File: src/rtl/regfile_wb_arbiter.sv
// regfile_wb_arbiter: round-robin sharing of the regfile write port plus busy scoreboard
module regfile_wb_arbiter #(
  parameter int WIDTH   = 32,
  parameter int REGBITS = 3
) (
  input  logic               clk,
  input  logic               rst,
  input  logic               hold_i,
  input  logic               req0_valid_i,
  input  logic [REGBITS-1:0] req0_addr_i,
  input  logic [WIDTH-1:0]   req0_data_i,
  output logic               req0_ready_o,
  input  logic               req1_valid_i,
  input  logic [REGBITS-1:0] req1_addr_i,
  input  logic [WIDTH-1:0]   req1_data_i,
  output logic               req1_ready_o,
  input  logic               set_i,
  input  logic [REGBITS-1:0] set_addr_i,
  output logic               regwrite_o,
  output logic [REGBITS-1:0] wa_o,
  output logic [WIDTH-1:0]   wd_o,
  output logic [(1<<REGBITS)-1:0] busy_o,
  output logic               err_o
);
  localparam int NREG = 1 << REGBITS;
  logic rr_ptr;
  logic open, contested, grant;
  logic [REGBITS-1:0] g_addr;
  logic [WIDTH-1:0] g_data;
  logic [NREG-1:0] set_mask, clr_mask, busy_nxt;
  // grant selection: single requester wins outright, contention goes to rr_ptr
  always_comb begin
    open = !rst && !hold_i;
    contested = open && req0_valid_i && req1_valid_i;
    req0_ready_o = open && req0_valid_i && (!req1_valid_i || !rr_ptr);
    req1_ready_o = open && req1_valid_i && (!req0_valid_i || rr_ptr);
    grant = req0_ready_o || req1_ready_o;
    g_addr = req1_ready_o ? req1_addr_i : req0_addr_i;
    g_data = req1_ready_o ? req1_data_i : req0_data_i;
    set_mask = set_i ? NREG'(1) << set_addr_i : '0;
    clr_mask = regwrite_o ? NREG'(1) << wa_o : '0;
    busy_nxt = ((busy_o & ~clr_mask) | set_mask) & ~NREG'(1);
  end
  // write port, scoreboard, round-robin pointer and sticky error
  always_ff @(posedge clk or posedge rst) begin
    if (rst) begin
      regwrite_o <= 1'b0;
      wa_o <= '0;
      wd_o <= '0;
      busy_o <= '0;
      err_o <= 1'b0;
      rr_ptr <= 1'b0;
    end else begin
      regwrite_o <= grant && (g_addr != '0);
      if (grant) begin
        wa_o <= g_addr;
        wd_o <= g_data;
      end
      if (contested) rr_ptr <= !rr_ptr;
      busy_o <= busy_nxt;
      if (grant && g_addr != '0 && !busy_o[g_addr] && !(set_i && set_addr_i == g_addr)) err_o <= 1'b1;
    end
  end
endmodule
File: config.mk
export PLATFORM = sky130hd
export DESIGN_NAME = regfile_wb_arbiter
export DESIGN_NICKNAME = d
export VERILOG_FILES = /design/src/rtl/regfile_wb_arbiter.sv
export SDC_FILE = /design/constraint.sdc
export NUM_CORES = 1
export LEC_CHECK = 0
export BUFFER_PORTS_ARGS = -buffer_cell sky130_fd_sc_hd__buf_2
export CELL_PAD_IN_SITES_DETAIL_PLACEMENT = 0
export CELL_PAD_IN_SITES_GLOBAL_PLACEMENT = 2
export CORE_UTILIZATION = 25
export CTS_CLUSTER_SIZE = 40
export DETAILED_ROUTE_END_ITERATION = 8
export GPL_ROUTABILITY_DRIVEN = 0
export PLACE_DENSITY_LB_ADDON = 0.1
export SLEW_MARGIN = 5
export SYNTH_ARGS = -nofsm -noshare
export SYNTH_HDL_FRONTEND = slang
export SYNTH_SLANG_ARGS = --single-unit
File: constraint.sdc
create_clock -name clk -period 1.76 [get_ports clk]
set_input_delay 0.264 -clock clk [delete_from_list [all_inputs] [get_ports clk]]
set_output_delay 0.264 -clock clk [all_outputs]
set_load 0.01 [all_outputs]
* Yosys cells after proc, flatten, opt, wreduce, memory -nomap -nowiden
Index checks and enable logic that the tools add are counted.
** Cells by class
- $mul :: 0
- Eq/ne operators :: 1
- Reductions and logical operators :: 21
- Divide/modulo/power cells :: 0
- Mux-type cells :: 6
- Add/subtract/negate cells :: 0
- Magnitude comparators :: 1
- Shift operators :: 2
- Bitwise operators :: 3
** Operator list (number)
- $mux 32 :: 1
- $mux 8 :: 2
- $shl 1x3->8 const A :: 2
- $logic_and 1x1->1 :: 10
- $and 8x8->8 :: 1
- $not 8->8 :: 1
- $or 8x8->8 :: 1
- $logic_not 1->1 :: 7
- $lt 3x4->1 const B :: 1
- $bmux 1 s3 :: 1
- $eq 3x3->1 :: 1
- $logic_or 1x1->1 :: 3
- $mux 3 :: 1
- $reduce_bool 3->1 :: 1
- $mux 1 :: 1
** Storage, ports and cells
- Output and inout bits :: 47
- RAM bits :: 0
- Bits in registers :: 45
- Memory bits (read-only) :: 0
- Word-level logic and storage cells :: 40
- Memories kept :: 0
- Input port bits :: 79
- Latch bits :: 0

* Depth between registers and ports, before layout
Gate-level depths: netlist of run 1.
- Depth in word-level cells :: 10
- Depth in mapped cells :: 8

* Worst setup path before layout of run 1
No wires, ideal clock.
- Path kind :: in2reg
- Start :: in rst
- End :: reg err_o
- Cell stages on the path :: 6
- Slack :: 0.124 ns
- Arrival time :: 1.532 ns
- Buffers on the path :: 1
- Data required time :: 1.656 ns
- Cell sequence :: or3b_1 buf_6 nor2_4 mux2i_1 a211oi_1 o41ai_2
** Between the ends
- Cells in the longest elaborated chain, start to end :: 10
- Elaborated cells on any way between the ends :: 18
** RTL lines
- from (decl) :: line 7 : input logic rst,
- $logic_not 1->1 (no line) *
- $logic_and 1x1->1 * :: line 33 : open = !rst && !hold_i;
- $logic_and 1x1->1 (2 in a row) :: line 36 : req1_ready_o = open && req1_valid_i && (!req0_valid_i || rr_ptr);
- $mux 3 :: line 38 : g_addr = req1_ready_o ? req1_addr_i : req0_addr_i;
- $bmux 1 s3 :: line 61 : if (grant && g_addr != '0 && !busy_o[g_addr] && !(set_i && set_addr_i == g_addr)) err_o <= 1'b1;
- $mux 1 (not written as such) :: line 61
- $logic_not 1->1 :: line 61
- $logic_and 1x1->1 :: line 61
- $logic_and 1x1->1 * :: line 61
- to (signal assigned) :: line 51 : err_o <= 1'b0;
- to (signal assigned) :: line 61
- to (decl) :: line 23 : output logic err_o
Every way passes the cells marked *; elsewhere a longest branch is shown, timed or not. The select of a mux whose other input is x is not followed.
A chain may end at the register's enable or synchronous reset.

* Final worst setup path of run 1
- Start :: reg rr_ptr
- End :: out req0_ready_o
** Between the ends
- Cells in the longest elaborated chain, start to end :: 3
** RTL lines
- from (decl) :: line 26 : logic rr_ptr;
- from (signal assigned) :: line 59 : if (contested) rr_ptr <= !rr_ptr;
- $logic_not 1->1 :: line 35 : req0_ready_o = open && req0_valid_i && (!req1_valid_i || !rr_ptr);
- $logic_or 1x1->1 :: line 35
- $logic_and 1x1->1 :: line 35
- to (decl) :: line 12 : output logic req0_ready_o,
Every way passes these cells.

==> results of run 1 <==
-- power groups by stage --
stage               Combinational (mW)  Clock [mW]  Sequential, mW
finish                           0.978       0.670            1.40
global route                      1.09       0.746            1.43
CTS                              0.962       0.704            1.40
detailed placement               0.950           0            1.41
global placement                 0.950           0            1.42
floorplan                        0.396           0            1.48
-- layer usage --
| layer | part of all wire (%) | global-route usage [%] | wire length, um |
|---|---|---|---|
| met5 | 0 | 0 | 0 |
| met4 | 0.73 | 4.02 | 55 |
| met3 | 9.0 | 5.53 | 676 |
| met2 | 46 | 26.2 | 3430 |
| met1 | 44 | 19.9 | 3340 |
-- cells by family after synthesis --
family | synth area share (%)
compound gates | 22.3
xor+xnor | 0.375
simple gates | 21.3
buf+inv | 4.66
mux | 3.00
other cells | 0.161
flops | 48.2
-- synth_stat cells, types with 2 or more instances --
library cell	number
a211oi_1	3
a21oi_1	2
a22oi_1	31
a311oi_1	2
a31oi_1	2
buf_2	3
buf_4	2
buf_6	3
clkbuf_1	5
dfrtp_1	45
inv_1	7
mux2i_1	7
nand2_1	71
nand2b_1	10
nand3_1	3
nor2_1	2
nor2b_1	3
nor3b_2	2
o21ai_0	20
o21ai_1	4
o31ai_1	2
or2b_2	5
-- repair_timing --
action                                 in CTS  in global routing
endpoints found under the hold margin       0                  0
setup buffers                               4                  1
resized for setup                           1                  7
pin swaps                                   2                  3
cloned                                      0                  0
setup endpoints to repair                   2                  8
-- worst reg2reg max path, cell delays in order, from the launching register on --
cell	delay, ns
dfrtp_1	0.38
and2b_2	0.25
nor2_4	0.11
buf_4	0.15
mux2i_2	0.27
a211oi_1	0.10
o41ai_2	0.31
-- area by class of cell --
cell class | count | share of cell area (%)
inverters | 7 | 0.773
well taps | 108 | 3.97
clock buffers | 6 | 2.13
multi-input cells | 186 | 33.4
clock inverters | 2 | 0.442
flip-flops and latches | 45 | 33.1
repair buffers | 155 | 26.1
-- sequential cells by signal, summed over array words and instances (netlist names) --
signal and flops:
busy_o 7, err_o 1, wd_o 32, wa_o 3
rr_ptr 1, regwrite_o 1
-- how the worst max path moves through the flow --
| stage | startpoint | to | slack [ns] | cells past startpoint |
|---|---|---|---|---|
| floorplan | rst | err_o$_DFFE_PP0P_ | 0.12 | 6 |
| global placement | rst | err_o$_DFFE_PP0P_ | -0.04 | 6 |
| detailed placement | rst | err_o$_DFFE_PP0P_ | -0.09 | 6 |
| CTS | rr_ptr$_DFFE_PP0P_ | req0_ready_o | 0.007 | 5 |
| global route | rr_ptr$_DFFE_PP0P_ | req0_ready_o | 0.004 | 5 |
| finish | rr_ptr$_DFFE_PP0P_ | req0_ready_o | 0.08 | 5 |
==> reports/results.txt, run 1 <==
Die Area -> 9730 um2
CP Class -> reg2out
Syn nets -> 330
Share of the synthesized area in the top cell type -> 48.2%
Post-route ant nets -> 0
Yosys reg bits -> 45
Core box area -> 8890 um2
# diodes -> 0
H-tree level count -> 2
I/O pin count -> 126
Max-Cap Viols -> 0
Post-Place Setup Slack -> -0.0928 ns
Logic pwr share -> 32.1%
R2r endpoint -> err_o$_DFFE_PP0P_
Routed via count -> 2334
Power Density -> 895 nW/um2
Clock Tree Buf Depth -> 2
Final design utilization -> 38.2%
Iter 0 DRT Violations -> 102
Post-Syn Area -> 2330 um2
Final net count -> 479
Top FF cell, synth -> dfrtp_1
Critical-path top delay cell -> dfrtp_1
Multi-input gate area -> 1140 um2
DP HPWL -> 5660 um
Setup slack after layout -> 0.0790 ns
DRC -> 0
Clock power frac -> 22.0%
Lkg Pwr -> 1.72 nW
CTS tree -> built
Worst-path clk slew -> 0.09 ns
Worst setup EP type -> output port
Max VDD drop -> 0.000310 V
Clock Latency Late Sink -> 0.30 ns
GRT overflow -> 0
Cts hold-fix bufs -> 0
R2R depth -> 6
Switching power -> 1.05 mW
Vias per cell -> 4.59
Filler cells -> 929
Initial antenna violation count -> 0
Crit path arrival time -> 1.42 ns
Per-cell routed wire length -> 14.7 um
Starting Density -> 26.3%
Top cells by area, synth -> dfrtp_1 (48%), nand2_1 (11%), a22oi_1 (10%)
Async set-reset flop share out of synthesis -> 100%
Sw Ratio -> 34.6%
Status -> finished clean
CP Cell Sequence -> and2b_2 > nor2_4 > buf_6 > nor2_4 > buf_6
Syn Inst Count -> 251
DP Cell Count -> 496
FF-to-FF Start -> rr_ptr$_DFFE_PP0P_
Synth area leader -> dfrtp_1
FF-to-FF setup slack -> 0.09 ns
Port Buf Inserts -> 124
Design Area, Final -> 3400 um2
First-pass GRT wire length -> 12000 um
Synthesized area per cell -> 9.30 um2
CTS sink cnt -> 45
Worst endpoint required time -> 1.50 ns
TritonCTS buffer count -> 5
Min Clock Period, post-route -> 1.68 ns
Drt total wl -> 7500 um
Critical path buffers and inverters -> 2
Site Rows -> 34
Placed cell area -> 3240 um2
Post-synthesis sequential area ratio -> 48.2%
Share of layout cells above drive strength 1 -> 45.6%
DIE WIDTH -> 98.6 um
Fin crit share -> 95.5%
Pins over their slew limit -> 0
Fmax achieved -> 595 MHz
Fin Setup TNS -> 0 ns
Area growth, synth to finish -> 45.7%
Overall power -> 3.04 mW
Die Ht -> 98.6 um
Most common cell after layout, fill and taps aside -> buf_2
Hold slack -> 0.00890 ns
Top delay family on crit path -> simple AND/OR/NAND/NOR gates
Setup violators final -> 0
Internal power -> 1.99 mW
Sequential cell area -> 1130 um2
Largest net degree at the start of global routing -> 26
Hold WC Path Type -> in2async
Ys Warns -> 0
Final Skew -> 0.00496 ns
Hold Vio Cnt, Final -> 0
Vias in the first global route -> 2413
Non-filler cells, final -> 509
Most frequent cells in the layout -> buf_2 (123), nand2_1 (71), dfrtp_1 (45), a22oi_1 (30), buf_4 (28)
Drt first pass iters -> 4
Power share of the sequential group -> 45.9%
RSZ-0062 raised after global routing -> no
Yosys cell types -> 39
Max FO, Critical Path -> 3
Tot GR Track Use -> 15.9%
Slowest stage delay, CP -> 0.41 ns
Number of enable flip-flop cells after synthesis -> 0
Crit start category -> register
Clk root buf -> clkbuf_8
Note: power is estimated with default switching activity, not from simulation.
==> run 2, diff against run 1 <==
--- a/config.mk
+++ b/config.mk
@@ -8,7 +8,7 @@
 export BUFFER_PORTS_ARGS = -buffer_cell sky130_fd_sc_hd__buf_2
 export CELL_PAD_IN_SITES_DETAIL_PLACEMENT = 0
 export CELL_PAD_IN_SITES_GLOBAL_PLACEMENT = 2
-export CORE_UTILIZATION = 25
+export CORE_UTILIZATION = 26
 export CTS_CLUSTER_SIZE = 40
 export DETAILED_ROUTE_END_ITERATION = 8
 export GPL_ROUTABILITY_DRIVEN = 0
==> constraint.sdc (replaced) <==
create_clock -name clk -period 2 [get_ports clk]
set_input_delay 0.3 -clock clk [delete_from_list [all_inputs] [get_ports clk]]
set_output_delay 0.3 -clock clk [all_outputs]
set_load 0.01 [all_outputs]
==> run 2 against run 1 <==
  * Core utilization fell by 1.0 points
  * Worst hold slack better by 0.18 ns
  * Critical endpoint unchanged
  * Worst setup slack improved by 0.048 ns
==> reports/results.txt, run 2 (same netlist as run 1, synthesis figures left out) <==
Area growth, synth to finish -> 39.0%
Fmax achieved -> 534 MHz
Critical-path top delay cell -> dfrtp_1
Fin crit share -> 93.7%
Port Buf Inserts -> 124
Crit path arrival time -> 1.57 ns
Final design utilization -> 37.2%
R2r endpoint -> err_o$_DFFE_PP0P_
Filler cells -> 917
DP HPWL -> 5410 um
Setup violators final -> 0
Hold Vio Cnt, Final -> 0
Worst-path clk slew -> 0.09 ns
CTS tree -> built
Status -> finished clean
Iter 0 DRT Violations -> 64
Worst endpoint required time -> 1.70 ns
Worst path depth -> 5
Share of layout cells above drive strength 1 -> 42.0%
Final net count -> 464
Multi-input gate area -> 1120 um2
Post-route ant nets -> 0
Final Skew -> 0.00487 ns
Most frequent cells in the layout -> buf_2 (124), nand2_1 (71), dfrtp_1 (45), a22oi_1 (31), o21ai_0 (19)
Critical path buffers and inverters -> 2
Lkg Pwr -> 1.64 nW
Tot GR Track Use -> 15.8%
Worst setup EP type -> output port
Min Clock Period, post-route -> 1.87 ns
FF-to-FF Start -> rr_ptr$_DFFE_PP0P_
Placed cell area -> 3120 um2
Most flop-heavy register -> wd_o
Drt first pass iters -> 4
Power Density -> 800 nW/um2
Most common cell after layout, fill and taps aside -> buf_2
Routed via count -> 2293
Vias in the first global route -> 2307
Hold WC Path Type -> in2reg
Vias per cell -> 4.64
Most used cell along the critical path -> nor2_4
Largest register FFs -> 32
DIE WIDTH -> 96.8 um
Max FO, Critical Path -> 20
Sequential cell area -> 1130 um2
TritonCTS buffer count -> 5
Site Rows -> 34
CP Cell Sequence -> and2b_4 > nor2_4 > buf_12 > nor2_4 > buf_2
Crit. Startpoint -> rr_ptr$_DFFE_PP0P_
Initial antenna violation count -> 0
Hold slack -> 0.190 ns
FF-to-FF setup slack -> 0.29 ns
DRC -> 0
Largest net degree at the start of global routing -> 38
Pins over their slew limit -> 0
Clock Latency Late Sink -> 0.30 ns
Regs by FF count -> wd_o x32, busy_o x7, wa_o x3
H-tree level count -> 2
Starting Density -> 26.8%
First-pass GRT wire length -> 11800 um
Top delay family on crit path -> simple AND/OR/NAND/NOR gates
Drt total wl -> 7190 um
R2R depth -> 6
# diodes -> 0
Design Area, Final -> 3240 um2
Clock Tree Buf Depth -> 2
Die Area -> 9360 um2
Critical Path End -> req0_ready_o
Per-cell routed wire length -> 14.6 um
Max VDD drop -> 0.000252 V
Core box area -> 8720 um2
Clk root buf -> clkbuf_8
Max-Cap Viols -> 0
I/O pin count -> 126
GRT overflow -> 0
Crit start category -> register
CTS sink cnt -> 45
Fin Setup TNS -> 0 ns
RSZ-0062 raised after global routing -> no
Die Ht -> 96.8 um
CP Class -> reg2out
Slowest stage delay, CP -> 0.40 ns
-- run 2: how the worst min path moves through the flow --
stage | start | slack, ns | depth (start not counted) | endpoint
after global routing | req0_data_i[14] | 0.18 | 3 | wd_o[14]$_DFFE_PP0P_
after floorplan | set_addr_i[1] | 0.40 | 1 | busy_o[4]$_DFF_PP0_
final | req0_data_i[0] | 0.19 | 3 | wd_o[0]$_DFFE_PP0P_
after CTS | req0_data_i[0] | 0.18 | 3 | wd_o[0]$_DFFE_PP0P_
after detailed placement | rst | 0.33 | 2 | rr_ptr$_DFFE_PP0P_
after global placement | rst | 0.33 | 2 | rr_ptr$_DFFE_PP0P_
-- run 2: layout make-up --
type | instances | share of cell area [%]
Clock inverter | 1 | 0.231
Inverter | 7 | 0.810
Clock buffer | 7 | 2.35
Multi-Input combinational cell | 186 | 34.4
Sequential cell | 45 | 34.7
Timing Repair Buffer | 140 | 23.3
Tap cell | 108 | 4.17
-- run 2: per-stage QoR --
step                power [mW]  worst slack, ns  std cells
global placement          2.05           0.0985        482
detailed placement        2.05           0.0376        482
global route              2.80           0.0360        494
floorplan                 1.65            0.324        251
CTS                       2.63          0.00671        491
finish                    2.59            0.127        494
-- run 2: where the power goes --
group / internal [mW] / switching [mW] / leakage, nW
sequential: 1.09 / 0.133 / 0.526
combinational: 0.375 / 0.432 / 1.07
clock: 0.248 / 0.315 / 0.0385
-- run 2: metal layers --
metal  share of wire (%)  wire, um  track usage [%]  vias to the layer above
met2                  48      3460             25.9                       67
li1                    -         -                -                     1144
met4                0.76        55             4.13                        0
met3                 7.5       543             5.56                        5
met5                   0         0                0                        -
met1                  44      3130             19.7                     1077
-- run 2: worst min-delay path: cells and delay by family --
kind	cells	cell delay, ns
AND/OR/NAND/NOR	2	0.09
buffers and inverters	1	0.07
-- run 2: repair_timing --
item	4_1_cts	5_1_grt
hold buffers	1	0
setup endpoints to repair	1	1
buffers inserted	0	3
endpoints found under the hold margin	5	0
resized for setup	1	1
pin swaps	1	1
